[src/rtl/memory_dump_reader_if.sv]
// -----------------------------------------------------------------------------
// memory_dump_reader_if
//   Groups the control, memory-read and byte-stream signals of the
//   memory_dump_reader into one bundle.
//
//   Signals
//     start      environment -> reader   level-sampled dump request
//     abort      environment -> reader   cancel a dump in progress
//     rd_addr    reader -> memory        address presented to memory_system
//     rd_data    memory -> reader        combinational read data
//     out_data   reader -> consumer      captured byte
//     out_valid  reader -> consumer      out_data holds a byte
//     out_ready  consumer -> reader      consumer accepts the byte
//     busy       reader -> environment   dump in progress
//     done       reader -> environment   one-cycle end-of-dump pulse
//     checksum   reader -> environment   running byte sum, modulo 2**DATA_W
//
//   Modports
//     slave   : the reader itself
//     master  : the surrounding environment (controller, memory, consumer)
// -----------------------------------------------------------------------------
interface memory_dump_reader_if #(
    parameter int DATA_W = 8,
    parameter int ADDR_W = 2
);

    logic              start;
    logic              abort;
    logic [ADDR_W-1:0] rd_addr;
    logic [DATA_W-1:0] rd_data;
    logic [DATA_W-1:0] out_data;
    logic              out_valid;
    logic              out_ready;
    logic              busy;
    logic              done;
    logic [DATA_W-1:0] checksum;

    modport slave (
        input  start,
        input  abort,
        input  rd_data,
        input  out_ready,
        output rd_addr,
        output out_data,
        output out_valid,
        output busy,
        output done,
        output checksum
    );

    modport master (
        output start,
        output abort,
        output rd_data,
        output out_ready,
        input  rd_addr,
        input  out_data,
        input  out_valid,
        input  busy,
        input  done,
        input  checksum
    );

endinterface

[src/rtl/memory_dump_reader.sv]
// -----------------------------------------------------------------------------
// memory_dump_reader
//   Read-side sequencer for the small memory_system. On request it walks
//   addresses 0..NUM_ENTRIES-1, holds each address for SETTLE_CYCLES cycles so
//   the combinational read mux has settled, captures the byte and offers it on
//   a valid/ready stream while accumulating an 8-bit wrap-around checksum.
//
//   Ports
//     clk    in   single clock, rising edge active
//     rst_n  in   asynchronous active-low reset
//     bus    memory_dump_reader_if.slave
//              start/abort/rd_data/out_ready in,
//              rd_addr/out_data/out_valid/busy/done/checksum out
//
//   Every output comes straight from a flop.
// -----------------------------------------------------------------------------
module memory_dump_reader #(
    parameter int DATA_W        = 8,
    parameter int ADDR_W        = 2,
    parameter int NUM_ENTRIES   = 4,
    parameter int SETTLE_CYCLES = 1
) (
    input  logic                      clk,
    input  logic                      rst_n,
    memory_dump_reader_if.slave       bus
);

    // Width of the settle down-counter; at least one bit even for SETTLE_CYCLES=1.
    localparam int CNT_W = (SETTLE_CYCLES > 1) ? $clog2(SETTLE_CYCLES) : 1;

    localparam logic [CNT_W-1:0]  CNT_LOAD = CNT_W'(SETTLE_CYCLES - 1);
    localparam logic [ADDR_W-1:0] LAST_IDX = ADDR_W'(NUM_ENTRIES - 1);

    typedef enum logic [1:0] {
        ST_IDLE    = 2'd0,
        ST_SETTLE  = 2'd1,
        ST_PRESENT = 2'd2,
        ST_DONE    = 2'd3
    } state_t;

    state_t              state_q,     state_d;
    logic [ADDR_W-1:0]   idx_q,       idx_d;
    logic [CNT_W-1:0]    cnt_q,       cnt_d;
    logic [ADDR_W-1:0]   rd_addr_q,   rd_addr_d;
    logic [DATA_W-1:0]   out_data_q,  out_data_d;
    logic                out_valid_q, out_valid_d;
    logic                busy_q,      busy_d;
    logic                done_q,      done_d;
    logic [DATA_W-1:0]   checksum_q,  checksum_d;

    // Checksum accumulation: plain addition with the carry dropped.
    function automatic logic [DATA_W-1:0] csum_add(
        input logic [DATA_W-1:0] acc,
        input logic [DATA_W-1:0] value
    );
        logic [DATA_W-1:0] sum;
        sum = acc + value;
        return sum;
    endfunction

    // Next-state and next-output logic for the dump sequencer.
    always_comb begin
        state_d     = state_q;
        idx_d       = idx_q;
        cnt_d       = cnt_q;
        rd_addr_d   = rd_addr_q;
        out_data_d  = out_data_q;
        out_valid_d = out_valid_q;
        busy_d      = busy_q;
        done_d      = 1'b0;
        checksum_d  = checksum_q;

        case (state_q)
            ST_IDLE: begin
                // abort takes priority over a simultaneous start
                if (bus.abort) begin
                    state_d = ST_IDLE;
                end else if (bus.start) begin
                    idx_d      = {ADDR_W{1'b0}};
                    rd_addr_d  = {ADDR_W{1'b0}};
                    checksum_d = {DATA_W{1'b0}};
                    cnt_d      = CNT_LOAD;
                    busy_d     = 1'b1;
                    state_d    = ST_SETTLE;
                end else begin
                    state_d = ST_IDLE;
                end
            end

            ST_SETTLE: begin
                if (bus.abort) begin
                    // checksum keeps the partial sum of an aborted dump
                    idx_d       = {ADDR_W{1'b0}};
                    rd_addr_d   = {ADDR_W{1'b0}};
                    cnt_d       = {CNT_W{1'b0}};
                    out_valid_d = 1'b0;
                    busy_d      = 1'b0;
                    state_d     = ST_IDLE;
                end else if (cnt_q == {CNT_W{1'b0}}) begin
                    // last settle cycle: read mux output is stable now
                    out_data_d  = bus.rd_data;
                    checksum_d  = csum_add(checksum_q, bus.rd_data);
                    out_valid_d = 1'b1;
                    state_d     = ST_PRESENT;
                end else begin
                    cnt_d = cnt_q - CNT_W'(1);
                end
            end

            ST_PRESENT: begin
                // abort wins even if the consumer accepts on the same edge
                if (bus.abort) begin
                    idx_d       = {ADDR_W{1'b0}};
                    rd_addr_d   = {ADDR_W{1'b0}};
                    cnt_d       = {CNT_W{1'b0}};
                    out_valid_d = 1'b0;
                    busy_d      = 1'b0;
                    state_d     = ST_IDLE;
                end else if (bus.out_ready) begin
                    out_valid_d = 1'b0;
                    if (idx_q == LAST_IDX) begin
                        busy_d  = 1'b0;
                        done_d  = 1'b1;
                        state_d = ST_DONE;
                    end else begin
                        idx_d     = idx_q + ADDR_W'(1);
                        rd_addr_d = rd_addr_q + ADDR_W'(1);
                        cnt_d     = CNT_LOAD;
                        state_d   = ST_SETTLE;
                    end
                end else begin
                    state_d = ST_PRESENT;
                end
            end

            ST_DONE: begin
                // done_q is high for this single cycle; start is not looked at here
                idx_d     = {ADDR_W{1'b0}};
                rd_addr_d = {ADDR_W{1'b0}};
                cnt_d     = {CNT_W{1'b0}};
                state_d   = ST_IDLE;
            end

            default: begin
                idx_d       = {ADDR_W{1'b0}};
                rd_addr_d   = {ADDR_W{1'b0}};
                cnt_d       = {CNT_W{1'b0}};
                out_valid_d = 1'b0;
                busy_d      = 1'b0;
                state_d     = ST_IDLE;
            end
        endcase
    end

    // State and output registers.
    always_ff @(posedge clk or negedge rst_n) begin
        if (!rst_n) begin
            state_q     <= ST_IDLE;
            idx_q       <= {ADDR_W{1'b0}};
            cnt_q       <= {CNT_W{1'b0}};
            rd_addr_q   <= {ADDR_W{1'b0}};
            out_data_q  <= {DATA_W{1'b0}};
            out_valid_q <= 1'b0;
            busy_q      <= 1'b0;
            done_q      <= 1'b0;
            checksum_q  <= {DATA_W{1'b0}};
        end else begin
            state_q     <= state_d;
            idx_q       <= idx_d;
            cnt_q       <= cnt_d;
            rd_addr_q   <= rd_addr_d;
            out_data_q  <= out_data_d;
            out_valid_q <= out_valid_d;
            busy_q      <= busy_d;
            done_q      <= done_d;
            checksum_q  <= checksum_d;
        end
    end

    assign bus.rd_addr   = rd_addr_q;
    assign bus.out_data  = out_data_q;
    assign bus.out_valid = out_valid_q;
    assign bus.busy      = busy_q;
    assign bus.done      = done_q;
    assign bus.checksum  = checksum_q;

endmodule

[src/flat_wrapper.sv]
// flat-port wrapper written by rule: the top's interface ports become plain ports
module memory_dump_reader_flat 
#(
    parameter int DATA_W        = 8,
    parameter int ADDR_W        = 2,
    parameter int NUM_ENTRIES   = 4,
    parameter int SETTLE_CYCLES = 1
)
  (clk, rst_n, bus_start, bus_abort, bus_rd_data, bus_out_ready, bus_rd_addr, bus_out_data, bus_out_valid, bus_busy, bus_done, bus_checksum);
  memory_dump_reader_if #(.DATA_W(DATA_W), .ADDR_W(ADDR_W)) bus_i ();
  input  logic clk;
  input  logic rst_n;
  input wire logic [$bits(bus_i.start)-1:0] bus_start;
  input wire logic [$bits(bus_i.abort)-1:0] bus_abort;
  input wire logic [$bits(bus_i.rd_data)-1:0] bus_rd_data;
  input wire logic [$bits(bus_i.out_ready)-1:0] bus_out_ready;
  output wire logic [$bits(bus_i.rd_addr)-1:0] bus_rd_addr;
  output wire logic [$bits(bus_i.out_data)-1:0] bus_out_data;
  output wire logic [$bits(bus_i.out_valid)-1:0] bus_out_valid;
  output wire logic [$bits(bus_i.busy)-1:0] bus_busy;
  output wire logic [$bits(bus_i.done)-1:0] bus_done;
  output wire logic [$bits(bus_i.checksum)-1:0] bus_checksum;
  assign bus_i.start = bus_start;
  assign bus_i.abort = bus_abort;
  assign bus_i.rd_data = bus_rd_data;
  assign bus_i.out_ready = bus_out_ready;
  assign bus_rd_addr = bus_i.rd_addr;
  assign bus_out_data = bus_i.out_data;
  assign bus_out_valid = bus_i.out_valid;
  assign bus_busy = bus_i.busy;
  assign bus_done = bus_i.done;
  assign bus_checksum = bus_i.checksum;
  memory_dump_reader #(.DATA_W(DATA_W), .ADDR_W(ADDR_W), .NUM_ENTRIES(NUM_ENTRIES), .SETTLE_CYCLES(SETTLE_CYCLES)) u_core (.clk(clk), .rst_n(rst_n), .bus(bus_i));
endmodule
[config.mk]
export PLATFORM = sky130hd
export DESIGN_NAME = memory_dump_reader_flat
export DESIGN_NICKNAME = d
export VERILOG_FILES = /design/src/rtl/memory_dump_reader_if.sv /design/src/rtl/memory_dump_reader.sv /design/src/flat_wrapper.sv
export SDC_FILE = /design/constraint.sdc
export NUM_CORES = 1
export LEC_CHECK = 0
export ABC_AREA = 0
export CELL_PAD_IN_SITES_DETAIL_PLACEMENT = 1
export CELL_PAD_IN_SITES_GLOBAL_PLACEMENT = 1
export CORE_AREA = 2 2 64 66
export CTS_CLUSTER_SIZE = 12
export DETAILED_ROUTE_END_ITERATION = 10
export DIE_AREA = 0 0 66 68
export DONT_BUFFER_PORTS = 1
export GPL_TIMING_DRIVEN = 0
export PLACE_DENSITY_LB_ADDON = 0.1
export SLEW_MARGIN = 0
export SYNTH_ARGS = -nofsm -noshare
export SYNTH_HDL_FRONTEND = slang
export SYNTH_SLANG_ARGS = --single-unit
[constraint.sdc]
create_clock -name clk -period 5.7 [get_ports clk]
set_clock_uncertainty 0.2 [all_clocks]
set_input_delay 0.855 -clock clk [delete_from_list [all_inputs] [get_ports clk]]
set_output_delay 0.855 -clock clk [all_outputs]
set_load 0.05 [all_outputs]
==> results_dict.tcl <==
set metrics [dict create \
    syn_to_final_growth_pct 7.63 \
    dp_hpwl_um 2410 \
    cap_violations 0 \
    ir_drop_mv 0.110 \
    busiest_layer "met2" \
    drive_above_1_share 0.122 \
    synth_flop_cell "dfrtp_1" \
    dieArea_um2 4490 \
    row_count 23 \
    power_switching_mw 0.223 \
    htree_levels 1 \
    synth_nets 162 \
    cts_setup_buffers 0 \
    clkSlewWorstSetupHoldPaths_ps 90 \
    r2r_end "u_core.bus.checksum[7]$_DFFE_PN0P_" \
    cts_tree "built" \
    final_cell_mix "25 x dfrtp_1, 13 x ha_1, 12 x nand2_1, 10 x o21ai_0, 10 x a21oi_1" \
    hold_buffers 0 \
    rsz0062_at_grt "false" \
    drc 0 \
    portBuffers 0 \
    final_common_cell "dfrtp_1" \
    reg2reg_slack_ps 3030 \
    grt_overflow_total 0 \
    die_w_um 66 \
    swShare 0.427 \
    crit_type "flip-flop to flip-flop" \
    routedWlPerCell_um 16.3 \
    final_nets 167 \
    drtPass1Iterations 4 \
    worstMarginPinSlew_ps 957 \
    async_flop_share 1.00 \
    vias 1003 \
    antenna_found_initial 0 \
    grt_max_degree 26 \
    hp-class "input pin to async pin" \
    status "complete, no violations" \
    drt-vias-per-instance 5.31 \
    p_leak_nw 0.713 \
    grt_first_pass_wirelength_um 4950 \
    setup_viol 0 \
    rr_worst_depth 7 \
    end_kind "flip-flop" \
    drt_wl_total_um 3080 \
    slew_headroom 0.360 \
    grt_pass1_vias 1082 \
    critical_path_peak_fanout 4 \
    start_util 0.370 \
    r2r_start "u_core.bus.checksum[3]$_DFFE_PN0P_" \
    synth-edff-count 0 \
    fin_setup_tns_ps 0 \
    fp.dieH_um 68 \
    finalMaxSlewViolations 0 \
    yosys_register_bits 25 \
    p_per_area_nw_per_um2 339 \
    cp.required_ps 5720 \
    stdcell_area_um2 1540 \
    p_int_mw 0.299 \
    antenna_cells 0 \
    cts.root.buffer_cell "clkbuf_8" \
    pin_count 34 \
    track_usage 0.147 \
    cts_resized 0 \
    finalCritPeriodShare 0.469 \
    drtIter0Drc 21 \
    syn_avg_cell_area_um2 10.6 \
    hold_viol_final 0 \
    syn_area_um2 1430 \
    pwr-share-comb 0.179 \
    min_period_ps 2670 \
    use_met3 0.0362 \
    place_area_um2 1490 \
    core_um2 3860 \
    cts_made_buffers 3 \
    ys_seq_area_frac 0.439 \
    clock-sinks 25 \
    cts_buffer_depth 2 \
    yosys_warnings 0 \
    grt_util_met2 0.270 \
    use_met1 0.169 \
    gp_congestion 0.725 \
    p_clk_frac 0.209 \
    synthDistinctLibCells 31 \
    max_freq_mhz 374 \
    seqPwrFrac 0.612 \
    synthCells 135 \
    ant_nets 0 \
    insertion_delay_ps 270 \
    crit_start "u_core.bus.checksum[3]$_DFFE_PN0P_" \
    crit_path_start_kind "flip-flop" \
    worstPathArrival_ps 2690 \
    endpoint "u_core.bus.checksum[7]$_DFFE_PN0P_" \
]
-- registers in the layout, indices dropped and copies added, names as in the netlist --
signal	count
u_core.bus.checksum	8
u_core.bus.out_data	8
u_core.state_q	2
u_core.bus.done	1
u_core.bus.busy	1
u_core.idx_q	2
u_core.bus.out_valid	1
u_core.bus.rd_addr	2
-- cell families after synthesis --
group	count (synthesis)	synth area share
compound gates	36	0.176
simple gates	35	0.118
flops	25	0.439
fa+ha+maj	14	0.128
mux	11	0.0842
buf+inv	9	0.0237
xor+xnor	5	0.0307
-- power by group through the flow --
stage / logic, mW / clock network (mW) / registers (mW)
after floorplan: 0.0789 / 0 / 0.317
after global placement: 0.0905 / 0 / 0.322
after detailed placement: 0.0937 / 0 / 0.324
after CTS: 0.0946 / 0.116 / 0.320
after global routing: 0.106 / 0.120 / 0.324
final: 0.0930 / 0.109 / 0.319
-- routing by layer --
layer | wire length, um | part of all wire
met1 | 1350 | 0.44
met2 | 1570 | 0.51
met3 | 127 | 0.041
met4 | 37 | 0.012
met5 | 0 | 0
-- critical path: stages, from the launching register on --
cell	delay, ps
dfrtp_1	670
ha_1	370
a21o_1	180
a21oi_1	180
nand2_1	110
or4b_1	570
a41oi_2	200
a32o_1	140
-- synth_stat cells, types with 3 or more instances --
cell type / n / area share
nand3_1: 4 / 0.014
nand2b_1: 4 / 0.018
inv_1: 5 / 0.013
a22o_1: 4 / 0.025
ha_1: 13 / 0.11
mux2_2: 8 / 0.063
dfrtp_1: 25 / 0.44
mux2i_1: 3 / 0.021
a21o_1: 4 / 0.021
a21oi_1: 10 / 0.035
o21ai_0: 10 / 0.035
nor2_1: 8 / 0.021
xnor2_1: 4 / 0.025
nand2_1: 12 / 0.032
-- area by class of cell --
class                      instances  area (um^2)
multi-input combinational        101          767
clock inverter                     1         5.00
sequential                        25          626
tap                               50         62.6
fill                             439         2320
clock buffer                       3         41.3
inverter                           7         26.3
buffer                             2         7.51
-- worst min path at each step --
stage                                           start                            endpoint  slack, ps  cells after the start
after global routing                            rst_n  u_core.bus.out_data[4]$_DFFE_PN0P_         40                      0
after detailed placement  u_core.idx_q[0]$_DFFE_PN0P_         u_core.idx_q[0]$_DFFE_PN0P_        290                      1
after global placement    u_core.idx_q[0]$_DFFE_PN0P_         u_core.idx_q[0]$_DFFE_PN0P_        280                      1
final                                           rst_n  u_core.bus.checksum[7]$_DFFE_PN0P_         60                      0
after CTS                                       rst_n   u_core.bus.rd_addr[0]$_DFFE_PN0P_         50                      0
after floorplan           u_core.idx_q[0]$_DFFE_PN0P_         u_core.idx_q[0]$_DFFE_PN0P_        260                      1
-- through the flow --
stage          cells  hold WS, ps  setup slack, ps  utilization  total power [mW]
2_1_floorplan    135          257             3010            -             0.396
3_3_place_gp     185          275             2890        0.386             0.413
3_5_place_dp     185          288             2880        0.386             0.418
4_1_cts          189         51.8             3010        0.398             0.531
5_1_grt          189         43.2             2910        0.398             0.551
6_report         189         64.2             3030        0.398             0.521
(Power assumes the default switching activity.)
